### src/rtl/riscv_v_pkg.sv
`default_nettype none
// ============================================================================
// Module   : riscv_v_pkg
// Purpose  : Shared vector-unit types and helpers: data width, osize vector
//            type, shift op / shift sequencer state encodings and osize
//            decode functions.
// Revision : 1.0 - initial release
// ============================================================================
package riscv_v_pkg;

  localparam int RISCV_V_DATA_WIDTH = 128;

  // Bit i refers to element size 8<<i bits.
  typedef logic [3:0] osize_vector_t;

  typedef enum logic [1:0] {
    SHIFT_SLL  = 2'b00,
    SHIFT_SRL  = 2'b01,
    SHIFT_SRA  = 2'b10,
    SHIFT_RSVD = 2'b11
  } shift_op_e;

  typedef enum logic [1:0] {
    SEQ_IDLE = 2'b00,
    SEQ_READ = 2'b01,
    SEQ_EXEC = 2'b10,
    SEQ_WB   = 2'b11
  } shift_seq_state_e;

  function automatic osize_vector_t osize_to_onehot(input logic [1:0] osize);
    osize_vector_t v;
    case (osize)
      2'd0:    v = 4'b0001;
      2'd1:    v = 4'b0010;
      2'd2:    v = 4'b0100;
      default: v = 4'b1000;
    endcase
    return v;
  endfunction

  // Bit i set when osize >= i (thermometer code).
  function automatic osize_vector_t osize_to_greater(input logic [1:0] osize);
    osize_vector_t v;
    case (osize)
      2'd0:    v = 4'b0001;
      2'd1:    v = 4'b0011;
      2'd2:    v = 4'b0111;
      default: v = 4'b1111;
    endcase
    return v;
  endfunction

endpackage : riscv_v_pkg
`default_nettype wire

### src/rtl/riscv_v_shift_seq_if.sv
`default_nettype none
// ============================================================================
// Module   : riscv_v_shift_seq_if
// Purpose  : Bundle of the shift sequencer's issue, VRF read, shifter and
//            VRF write-back signals.
//   master : the sequencer side (drives req_ready, rd_*, sh_* controls and
//            operands, wb_*, done, busy)
//   slave  : the environment side (issue stage, VRF, shifter instance)
// Revision : 1.0 - initial release
// ============================================================================
interface riscv_v_shift_seq_if #(
  parameter int DATA_WIDTH     = 128,
  parameter int REG_ADDR_WIDTH = 5,
  parameter int MAX_NREGS_LOG2 = 3
);
  import riscv_v_pkg::*;

  // issue
  logic                      req_valid;
  logic                      req_ready;
  logic [1:0]                req_op;
  logic [1:0]                req_osize;
  logic [REG_ADDR_WIDTH-1:0] req_vs1;
  logic [REG_ADDR_WIDTH-1:0] req_vs2;
  logic [REG_ADDR_WIDTH-1:0] req_vd;
  logic [MAX_NREGS_LOG2-1:0] req_nregs_m1;
  // VRF read
  logic                      rd_en;
  logic [REG_ADDR_WIDTH-1:0] rd_addr_a;
  logic [REG_ADDR_WIDTH-1:0] rd_addr_b;
  logic [DATA_WIDTH-1:0]     rd_data_a;
  logic [DATA_WIDTH-1:0]     rd_data_b;
  // shifter
  logic                      sh_is_shift;
  logic                      sh_is_left;
  logic                      sh_is_arith;
  osize_vector_t             sh_osize_vector;
  osize_vector_t             sh_is_greater_osize_vector;
  logic [DATA_WIDTH-1:0]     sh_srca;
  logic [DATA_WIDTH-1:0]     sh_srcb;
  logic [DATA_WIDTH-1:0]     sh_result;
  // VRF write-back
  logic                      wb_valid;
  logic                      wb_ready;
  logic [REG_ADDR_WIDTH-1:0] wb_addr;
  logic [DATA_WIDTH-1:0]     wb_data;
  // status
  logic                      done;
  logic                      busy;

  modport master (
    input  req_valid, req_op, req_osize, req_vs1, req_vs2, req_vd, req_nregs_m1,
    output req_ready,
    output rd_en, rd_addr_a, rd_addr_b,
    input  rd_data_a, rd_data_b,
    output sh_is_shift, sh_is_left, sh_is_arith, sh_osize_vector,
    output sh_is_greater_osize_vector, sh_srca, sh_srcb,
    input  sh_result,
    output wb_valid, wb_addr, wb_data,
    input  wb_ready,
    output done, busy
  );

  modport slave (
    output req_valid, req_op, req_osize, req_vs1, req_vs2, req_vd, req_nregs_m1,
    input  req_ready,
    input  rd_en, rd_addr_a, rd_addr_b,
    output rd_data_a, rd_data_b,
    input  sh_is_shift, sh_is_left, sh_is_arith, sh_osize_vector,
    input  sh_is_greater_osize_vector, sh_srca, sh_srcb,
    output sh_result,
    input  wb_valid, wb_addr, wb_data,
    output wb_ready,
    input  done, busy
  );

endinterface : riscv_v_shift_seq_if
`default_nettype wire

### src/rtl/riscv_v_shift_seq.sv
`default_nettype none
// ============================================================================
// Module   : riscv_v_shift_seq
// Purpose  : Multi-beat sequencer for one vector-vector shift instruction
//            over a group of 1..8 registers. Per register: read vs1/vs2,
//            drive the external combinational shifter, capture the result,
//            then write it to vd under valid/ready backpressure.
// Ports    : clk, rst (asynchronous, active high)
//            bus (master modport of riscv_v_shift_seq_if):
//              req_*   instruction issue handshake and fields
//              rd_*    VRF read port (data returns one cycle after rd_en)
//              sh_*    shifter controls, operands and result
//              wb_*    VRF write-back handshake
//              done    one-cycle completion pulse, busy = not idle
// Revision : 1.0 - initial release
// ============================================================================
module riscv_v_shift_seq
  import riscv_v_pkg::*;
#(
  parameter int DATA_WIDTH     = RISCV_V_DATA_WIDTH,
  parameter int REG_ADDR_WIDTH = 5,
  parameter int MAX_NREGS_LOG2 = 3
) (
  input  logic                       clk,
  input  logic                       rst,
  riscv_v_shift_seq_if.master        bus
);

  shift_seq_state_e          state_q, state_d;
  logic [MAX_NREGS_LOG2-1:0] beat_q, beat_d;

  // Latched request
  shift_op_e                 op_q;
  logic                      is_left_q;
  logic                      is_arith_q;
  osize_vector_t             osize_oh_q;
  osize_vector_t             osize_ge_q;
  logic [REG_ADDR_WIDTH-1:0] vs1_q;
  logic [REG_ADDR_WIDTH-1:0] vs2_q;
  logic [REG_ADDR_WIDTH-1:0] vd_q;
  logic [MAX_NREGS_LOG2-1:0] nregs_m1_q;

  // Write-back holding registers
  logic [REG_ADDR_WIDTH-1:0] wb_addr_q;
  logic [DATA_WIDTH-1:0]     wb_data_q;

  logic                      accept;
  logic                      capture;
  logic [REG_ADDR_WIDTH-1:0] beat_ext;

  // Register addresses wrap naturally at REG_ADDR_WIDTH bits.
  assign beat_ext = REG_ADDR_WIDTH'(beat_q);

  // --------------------------------------------------------------------------
  // Next state and per-state outputs
  // --------------------------------------------------------------------------
  always_comb begin
    state_d       = state_q;
    beat_d        = beat_q;
    accept        = 1'b0;
    capture       = 1'b0;
    bus.req_ready = 1'b0;
    bus.rd_en     = 1'b0;
    bus.rd_addr_a = '0;
    bus.rd_addr_b = '0;
    bus.sh_is_shift = 1'b0;
    bus.sh_srca   = '0;
    bus.sh_srcb   = '0;
    bus.wb_valid  = 1'b0;
    bus.done      = 1'b0;

    case (state_q)
      SEQ_IDLE: begin
        // Held low while rst is asserted so no output is high in reset.
        bus.req_ready = ~rst;
        if (bus.req_valid && !rst) begin
          accept  = 1'b1;
          beat_d  = '0;
          state_d = SEQ_READ;
        end
      end
      SEQ_READ: begin
        bus.rd_en     = 1'b1;
        bus.rd_addr_a = vs1_q + beat_ext;
        bus.rd_addr_b = vs2_q + beat_ext;
        state_d       = SEQ_EXEC;
      end
      SEQ_EXEC: begin
        // VRF data is valid this cycle; pass it straight to the shifter.
        bus.sh_is_shift = (op_q != SHIFT_RSVD);
        bus.sh_srca     = bus.rd_data_a;
        bus.sh_srcb     = bus.rd_data_b;
        capture         = 1'b1;
        state_d         = SEQ_WB;
      end
      SEQ_WB: begin
        bus.wb_valid = 1'b1;
        if (bus.wb_ready) begin
          if (beat_q == nregs_m1_q) begin
            bus.done = 1'b1;
            state_d  = SEQ_IDLE;
          end else begin
            beat_d  = beat_q + 1'b1;
            state_d = SEQ_READ;
          end
        end
      end
      default: state_d = SEQ_IDLE;
    endcase
  end

  // --------------------------------------------------------------------------
  // State register
  // --------------------------------------------------------------------------
  always_ff @(posedge clk or posedge rst) begin
    if (rst) begin
      state_q <= SEQ_IDLE;
      beat_q  <= '0;
    end else begin
      state_q <= state_d;
      beat_q  <= beat_d;
    end
  end

  // --------------------------------------------------------------------------
  // Request capture and write-back holding registers
  // --------------------------------------------------------------------------
  always_ff @(posedge clk or posedge rst) begin
    if (rst) begin
      op_q       <= SHIFT_SLL;
      is_left_q  <= 1'b0;
      is_arith_q <= 1'b0;
      osize_oh_q <= '0;
      osize_ge_q <= '0;
      vs1_q      <= '0;
      vs2_q      <= '0;
      vd_q       <= '0;
      nregs_m1_q <= '0;
      wb_addr_q  <= '0;
      wb_data_q  <= '0;
    end else begin
      if (accept) begin
        op_q       <= shift_op_e'(bus.req_op);
        is_left_q  <= (bus.req_op == SHIFT_SLL);
        is_arith_q <= (bus.req_op == SHIFT_SRA);
        osize_oh_q <= osize_to_onehot(bus.req_osize);
        osize_ge_q <= osize_to_greater(bus.req_osize);
        vs1_q      <= bus.req_vs1;
        vs2_q      <= bus.req_vs2;
        vd_q       <= bus.req_vd;
        nregs_m1_q <= bus.req_nregs_m1;
      end
      if (capture) begin
        wb_data_q <= bus.sh_result;
        wb_addr_q <= vd_q + beat_ext;
      end
    end
  end

  // Direction/size controls are held from the latched request; only
  // sh_is_shift and the operands are qualified by the EXEC state.
  assign bus.sh_is_left                 = is_left_q;
  assign bus.sh_is_arith                = is_arith_q;
  assign bus.sh_osize_vector            = osize_oh_q;
  assign bus.sh_is_greater_osize_vector = osize_ge_q;
  assign bus.wb_addr                    = wb_addr_q;
  assign bus.wb_data                    = wb_data_q;
  assign bus.busy                       = (state_q != SEQ_IDLE);

endmodule : riscv_v_shift_seq
`default_nettype wire
### src/flat_wrapper.sv
// flat-port wrapper written by rule: the top's interface ports become plain ports
module riscv_v_shift_seq_flat import riscv_v_pkg::*;
#(
  parameter int DATA_WIDTH     = RISCV_V_DATA_WIDTH,
  parameter int REG_ADDR_WIDTH = 5,
  parameter int MAX_NREGS_LOG2 = 3
)
  (clk, rst, bus_req_valid, bus_req_op, bus_req_osize, bus_req_vs1, bus_req_vs2, bus_req_vd, bus_req_nregs_m1, bus_req_ready, bus_rd_en, bus_rd_addr_a, bus_rd_addr_b, bus_rd_data_a, bus_rd_data_b, bus_sh_is_shift, bus_sh_is_left, bus_sh_is_arith, bus_sh_osize_vector, bus_sh_is_greater_osize_vector, bus_sh_srca, bus_sh_srcb, bus_sh_result, bus_wb_valid, bus_wb_addr, bus_wb_data, bus_wb_ready, bus_done, bus_busy);
  riscv_v_shift_seq_if #(.DATA_WIDTH(DATA_WIDTH), .REG_ADDR_WIDTH(REG_ADDR_WIDTH), .MAX_NREGS_LOG2(MAX_NREGS_LOG2)) bus_i ();
  input  logic clk;
  input  logic rst;
  input wire logic [$bits(bus_i.req_valid)-1:0] bus_req_valid;
  input wire logic [$bits(bus_i.req_op)-1:0] bus_req_op;
  input wire logic [$bits(bus_i.req_osize)-1:0] bus_req_osize;
  input wire logic [$bits(bus_i.req_vs1)-1:0] bus_req_vs1;
  input wire logic [$bits(bus_i.req_vs2)-1:0] bus_req_vs2;
  input wire logic [$bits(bus_i.req_vd)-1:0] bus_req_vd;
  input wire logic [$bits(bus_i.req_nregs_m1)-1:0] bus_req_nregs_m1;
  output wire logic [$bits(bus_i.req_ready)-1:0] bus_req_ready;
  output wire logic [$bits(bus_i.rd_en)-1:0] bus_rd_en;
  output wire logic [$bits(bus_i.rd_addr_a)-1:0] bus_rd_addr_a;
  output wire logic [$bits(bus_i.rd_addr_b)-1:0] bus_rd_addr_b;
  input wire logic [$bits(bus_i.rd_data_a)-1:0] bus_rd_data_a;
  input wire logic [$bits(bus_i.rd_data_b)-1:0] bus_rd_data_b;
  output wire logic [$bits(bus_i.sh_is_shift)-1:0] bus_sh_is_shift;
  output wire logic [$bits(bus_i.sh_is_left)-1:0] bus_sh_is_left;
  output wire logic [$bits(bus_i.sh_is_arith)-1:0] bus_sh_is_arith;
  output wire logic [$bits(bus_i.sh_osize_vector)-1:0] bus_sh_osize_vector;
  output wire logic [$bits(bus_i.sh_is_greater_osize_vector)-1:0] bus_sh_is_greater_osize_vector;
  output wire logic [$bits(bus_i.sh_srca)-1:0] bus_sh_srca;
  output wire logic [$bits(bus_i.sh_srcb)-1:0] bus_sh_srcb;
  input wire logic [$bits(bus_i.sh_result)-1:0] bus_sh_result;
  output wire logic [$bits(bus_i.wb_valid)-1:0] bus_wb_valid;
  output wire logic [$bits(bus_i.wb_addr)-1:0] bus_wb_addr;
  output wire logic [$bits(bus_i.wb_data)-1:0] bus_wb_data;
  input wire logic [$bits(bus_i.wb_ready)-1:0] bus_wb_ready;
  output wire logic [$bits(bus_i.done)-1:0] bus_done;
  output wire logic [$bits(bus_i.busy)-1:0] bus_busy;
  assign bus_i.req_valid = bus_req_valid;
  assign bus_i.req_op = bus_req_op;
  assign bus_i.req_osize = bus_req_osize;
  assign bus_i.req_vs1 = bus_req_vs1;
  assign bus_i.req_vs2 = bus_req_vs2;
  assign bus_i.req_vd = bus_req_vd;
  assign bus_i.req_nregs_m1 = bus_req_nregs_m1;
  assign bus_req_ready = bus_i.req_ready;
  assign bus_rd_en = bus_i.rd_en;
  assign bus_rd_addr_a = bus_i.rd_addr_a;
  assign bus_rd_addr_b = bus_i.rd_addr_b;
  assign bus_i.rd_data_a = bus_rd_data_a;
  assign bus_i.rd_data_b = bus_rd_data_b;
  assign bus_sh_is_shift = bus_i.sh_is_shift;
  assign bus_sh_is_left = bus_i.sh_is_left;
  assign bus_sh_is_arith = bus_i.sh_is_arith;
  assign bus_sh_osize_vector = bus_i.sh_osize_vector;
  assign bus_sh_is_greater_osize_vector = bus_i.sh_is_greater_osize_vector;
  assign bus_sh_srca = bus_i.sh_srca;
  assign bus_sh_srcb = bus_i.sh_srcb;
  assign bus_i.sh_result = bus_sh_result;
  assign bus_wb_valid = bus_i.wb_valid;
  assign bus_wb_addr = bus_i.wb_addr;
  assign bus_wb_data = bus_i.wb_data;
  assign bus_i.wb_ready = bus_wb_ready;
  assign bus_done = bus_i.done;
  assign bus_busy = bus_i.busy;
  riscv_v_shift_seq #(.DATA_WIDTH(DATA_WIDTH), .REG_ADDR_WIDTH(REG_ADDR_WIDTH), .MAX_NREGS_LOG2(MAX_NREGS_LOG2)) u_core (.clk(clk), .rst(rst), .bus(bus_i));
endmodule
### config.mk
export PLATFORM = sky130hd
export DESIGN_NAME = riscv_v_shift_seq_flat
export DESIGN_NICKNAME = d
export VERILOG_FILES = /design/src/rtl/riscv_v_pkg.sv /design/src/rtl/riscv_v_shift_seq_if.sv /design/src/rtl/riscv_v_shift_seq.sv /design/src/flat_wrapper.sv
export SDC_FILE = /design/constraint.sdc
export NUM_CORES = 1
export LEC_CHECK = 0
export CORE_AREA = 5 5 316 318
export DETAILED_ROUTE_END_ITERATION = 12
export DIE_AREA = 0 0 321 323
export HOLD_SLACK_MARGIN = 0.03
export PLACE_DENSITY_LB_ADDON = 0.25
export SYNTH_ARGS = -nofsm -noshare
export SYNTH_HDL_FRONTEND = slang
export SYNTH_SLANG_ARGS = --single-unit
### constraint.sdc
create_clock -name clk -period 8.3 [get_ports clk]
set_clock_uncertainty 0.1 [all_clocks]
set_input_delay 1.245 -clock clk [delete_from_list [all_inputs] [get_ports clk]]
set_output_delay 1.245 -clock clk [all_outputs]
set_load 0.05 [all_outputs]
# Yosys cells after proc, flatten, opt, wreduce, memory -nomap -nowiden
# Cells that the tools add are included.
[classes]
addsub = 4
eq_ne = 11
muxes = 24
n_bitwise = 1
reduce_logical = 9
[op_table]
columns = ["operator", "n"]
rows = [
  ["128-bit 2-to-1 mux", 2],
  ["4-bit one-hot mux with 3 select lines", 2],
  ["5-bit by 3-bit adder with 5-bit output", 3],
  ["1-bit 2-to-1 mux", 11],
  ["5-bit 2-to-1 mux", 2],
  ["3-bit 2-to-1 mux", 3],
  ["2-bit equality test (second input constant)", 4],
  ["2-bit one-hot mux with 4 select lines", 1],
  ["2-bit logical NOT", 3],
  ["2-bit inequality test (second input constant)", 3],
  ["3-bit one-hot mux with 2 select lines", 1],
  ["2-bit by 1-bit equality test with 1-bit output (second input constant)", 2],
  ["2-bit 2-to-1 mux", 2],
  ["4-bit AND reduction", 1],
  ["2-bit nonzero test", 2],
  ["3-bit by 1-bit adder with 3-bit output (second input constant)", 1],
  ["3-bit equality test", 1],
  ["2-bit by 1-bit inequality test with 1-bit output (second input constant)", 1],
  ["2-bit AND reduction", 1],
  ["1-bit logical AND", 1],
  ["1-bit logical NOT", 1],
  ["1-bit NOT", 1],
]
[word_totals]
reg_bits = 168
input_bits = 410
out_inout_bits = 415
wordCells = 62

# Logic depth before layout (Yosys ltp)
[logic_depth]
depth_word = 4
ltp_mapped = 7
mapped_depth_nobuf = 7

# Least setup slack after synthesis
# Ideal clock, no wire load.
[synth_timing]
path_kind = "register to output"
from = "register u_core.beat_q[0]"
to = "output port bus_rd_addr_b[2]"
arrival_time_ns = 2.378
path_slack_ns = 4.577
stages_incl_launch_ff = 6
n_path_buf = 0
path_cell_list = "dfrtp_1 ha_1 inv_1 fa_1 nor2b_1 nor3b_1"
[synth_via]
elab_chain_cells = 2
[synth_rtl]
columns = ["item", "line_no", "source"]
rows = [
  ["start, declared", "riscv_v_shift_seq.sv:30", "logic [MAX_NREGS_LOG2-1:0] beat_q, beat_d;"],
  ["start signal, assigned", "riscv_v_shift_seq.sv:121", "beat_q <= beat_d;"],
  ["5-bit by 3-bit adder with 5-bit output", "riscv_v_shift_seq.sv:85", "bus.rd_addr_b = vs2_q + beat_ext;"],
  ["5-bit 2-to-1 mux", "riscv_v_shift_seq.sv:72", "case (state_q)"],
  ["end, declared", "flat_wrapper.sv:22", "output wire logic [$bits(bus_i.rd_addr_b)-1:0] bus_rd_addr_b;"],
]
# Every way passes these cells.

# Final worst setup path
[layout_timing]
from = "register u_core.state_q[0]"
to = "output port bus_sh_srcb[50]"
[layout_via]
elab_chain_cells = 2
[layout_rtl]
columns = ["item", "line_no", "source"]
rows = [
  ["start, declared", "riscv_v_shift_seq.sv:29", "shift_seq_state_e state_q, state_d;"],
  ["start signal, assigned", "riscv_v_shift_seq.sv:120", "state_q <= state_d;"],
  ["2-bit equality test", "riscv_v_shift_seq.sv:72", ""],
  ["128-bit 2-to-1 mux", "riscv_v_shift_seq.sv:72", ""],
  ["end, declared", "flat_wrapper.sv:31", "output wire logic [$bits(bus_i.sh_srcb)-1:0] bus_sh_srcb;"],
]
# Every way passes these cells.

==> results.md <==
- Minimum clock period: 5.30 ns
- Core Area: 96300 sq um
- Total GRT Usage: between 10 and 15%
- Largest stage delay, worst path: 0.94 ns
- DR pass1 iterations: 4
- Power share of the combinational group: a little under three quarters
- Net Sw Frac: a little under three fifths
- Hpwl dp: 70.3 mm
- Longest Clk Path Bufs: 2
- Most common cell in the netlist: and2_1
- Worst hold path type: reg -> reg
- Achievable clock frequency: around 0.19 GHz
- Yosys warnings: 0
- Initial Util: around 9%
- Clk sinks: 167
- DRT antenna net count: 0
- Initial DRC Count: between 300 and 400
- # DRC: 0
- CTS tree: done
- Syn_nets: around 1200
- Hold Path End: u_core.bus.sh_is_greater_osize_vector[0]
- Vias in the first global route: 10100
- Post-synth top cells: and2_1 (263), dfrtp_1 (167), mux2_2 (150)
- Final Cycle Share: 63.9%
- Post-cts hold buffer count: 0
- Sequential power share: 18.0%
- Total wire length: between 80 and 90 mm
- Outcome: finished clean
- Post-Syn Area: 8620 sq um
- H-tree depth: 4
- Yosys cell types: 33
- P_leak: between 7 and 8 nW
- CP endpoint kind: primary output
- Fillers: 10500
- Worst slack, placed: between 3 and 4 ns
- Critical path type: reg -> out
- Slew headroom: 34.0%
- Postcts setup bufs: 0
- CP Max Fanout: 118
- Worst hold slack: 0.378 ns
- Psw: 4.58 mW
- Internal power component: 3.68 mW
- Required @ worst endpoint: ~7.0 ns
- CTS clk-pin slew, worst paths: approximately 0.090 ns
- Post-synthesis cell count: ~740
- Crit-path cells: inv_1 -> ha_4 -> buf_4 -> and2_1 -> clkdlybuf4s50_1
- Total of max-cap violations: 0
- Number of synthesized flops with an enable pin: 0
- Syn_area_per_cell: 11.7 sq um
- Crit-path slowest cell: clkdlybuf4s50_1
- Reg2reg start: u_core.state_q[0]
- Placer Congestion: 0.980
- Reg2reg path depth: 6
- Worst-Skew Late Latency: 0.49 ns
- Asr flop ratio synth: between 90% and 100%
- Final Hold Viols: 0
- Seq/Total Area, Yosys: 48.5%
- Hold path cells: 1
- Share of cells above drive strength 1: about an eighth
- WL per Instance: about 29 um
- Crit path DAT: 3.96 ns
- IO Port Bufs: 824
- Peak supply drop: between 0.2 and 0.25 mV
- Final worst slack: 3.00 ns
- Area contributors post-synth: dfrtp_1 (48%), mux2_2 (20%), and2_1 (19%)
- Hold path startpoint: u_core.bus.sh_is_greater_osize_vector[0]
- Die Area: 104000 sq um
- Predominant post-synthesis flop cell: dfrtp_1
- IO Count: 825
- # nets final: 1967
- Vias: 9084
- Gates resized, CTS repair: 0
- Largest net degree at the start of global routing: 124
- Max Slew Vio Count: 0
- Clock root buffer: clkbuf_16
- Final Setup Violations: 0
- Setup total negative slack: 0 ns
- Worst-Margin Slew: 0.990 ns
- Yosys reg bits: 167
- RSZ-0062 raised after global routing: no
- First-pass GRT wire length: 102 mm
- Area grow syn2layout: 119%
- Startpoint Class: register
- Leading area contributor after synthesis: dfrtp_1
- Die Span Y: 323 um
- CTS Buf Count: 17
- Initial antenna violation count: 35
- Row count: 114
- Worst R2R Setup Slack: 4.82 ns
- Clock network power share: a little over a tenth
- DR vias/cell: 3.21
- Die Width: 321 um
- Area fraction of the dominant cell type after synthesis: 48.5%
- Pwr dens: 438 nW/um^2
- R2r endpoint: u_core.bus.wb_data[43]
- GRT overflow: 0
-- metrics by stage --
| step | area [sq um] | utilization [%] | power, mW | std cells |
|---|---|---|---|---|
| floorplan | 8620 | - | 5.16 | 739 |
| global placement | 18200 | 19.0 | 7.47 | 2796 |
| detailed placement | 18200 | 19.0 | 7.48 | 2796 |
| CTS | 18800 | 19.6 | 8.42 | 2828 |
| global route | 18800 | 19.6 | 8.66 | 2828 |
| finish | 18900 | 19.6 | 8.26 | 2833 |
-- registers in the layout (all words and copies together), names as in the netlist --
register	flops
u_core.bus.wb_data	128
u_core.bus.wb_addr	5
u_core.vd_q	5
u_core.vs1_q	5
u_core.vs2_q	5
u_core.bus.sh_osize_vector	4
u_core.beat_q	3
u_core.bus.sh_is_greater_osize_vector	3
u_core.nregs_m1_q	3
u_core.op_q	2
u_core.state_q	2
u_core.bus.sh_is_arith	1
u_core.bus.sh_is_left	1
-- layout make-up --
class / instances / area (sq um) / share of cell area, %
timing repair buffer: 830 / 8310 / 44.0
sequential: 167 / 4180 / 22.2
multi-input combinational: 513 / 4120 / 21.9
tap: 1276 / 1600 / 8.47
clock buffer: 18 / 439 / 2.33
clock inverter: 14 / 158 / 0.836
inverter: 10 / 42.5 / 0.226
antenna: 5 / 12.5 / 0.0664
-- worst max-delay path by stage --
stage                           start               end  slack [ns]  cells after the start
floorplan                         rst  u_core.beat_q[0]        2.44                      1
CTS                 u_core.state_q[0]   bus_sh_srcb[50]        2.96                      5
global route        u_core.state_q[0]   bus_sh_srcb[50]        2.74                      5
detailed placement  u_core.state_q[0]   bus_sh_srcb[50]        3.55                      5
global placement    u_core.state_q[0]   bus_sh_srcb[67]        3.61                      5
finish              u_core.state_q[0]   bus_sh_srcb[50]        3.00                      5
-- placed cells by master (no fill, tap or decap), types with 4 or more instances in the layout --
master / n
nor2b_1: 9
nor2_1: 4
clkbuf_16: 17
nand2_1: 13
diode_2: 5
inv_6: 6
dfrtp_1: 167
buf_4: 5
xnor2_1: 10
mux2_2: 150
a21oi_1: 6
o21ai_0: 11
inv_1: 9
clkdlybuf4s50_1: 824
and2_1: 263
nand2b_1: 5
ha_1: 14
-- critical path: cells and delay by family (launching register included) --
kind | cells | cell delay, ns
simple gates | 1 | 0.32
flops | 1 | 0.44
buf+inv | 3 | 1.92
fa+ha+maj | 1 | 0.64
-- routing by layer --
metal	vias up	wire, um	global-route usage [%]
met4	18	1320	3.37
met2	556	38300	24.9
met3	74	9220	7.48
li1	4016	-	-
met5	-	121	0
met1	4420	31700	17.0
-- power by group through the flow --
stage	Combinational, mW	Clock [mW]	Sequential [mW]
final	5.92	0.856	1.49
after global routing	6.18	0.927	1.55
after CTS	6.01	0.909	1.50
after detailed placement	5.98	0	1.50
after global placement	5.99	0	1.49
after floorplan	2.47	0	2.69
-- kinds of logic (layout without fill, tap and decap cells) --
family                     count (synthesis)  count (layout)  synth area share [%]
other                                      0               5                     0
adders and majority gates                 18              18                  2.87
AOI/OAI and AO/OA                         29              29                  2.00
muxes                                    153             153                  20.1
and+or+nand+nor                          303             303                  21.7
xor gates and xnor gates                  10              10                  1.02
buffers and inverters                     59             872                  3.85
DFF                                      167             167                  48.5
Note: power is estimated with default switching activity, not from simulation.
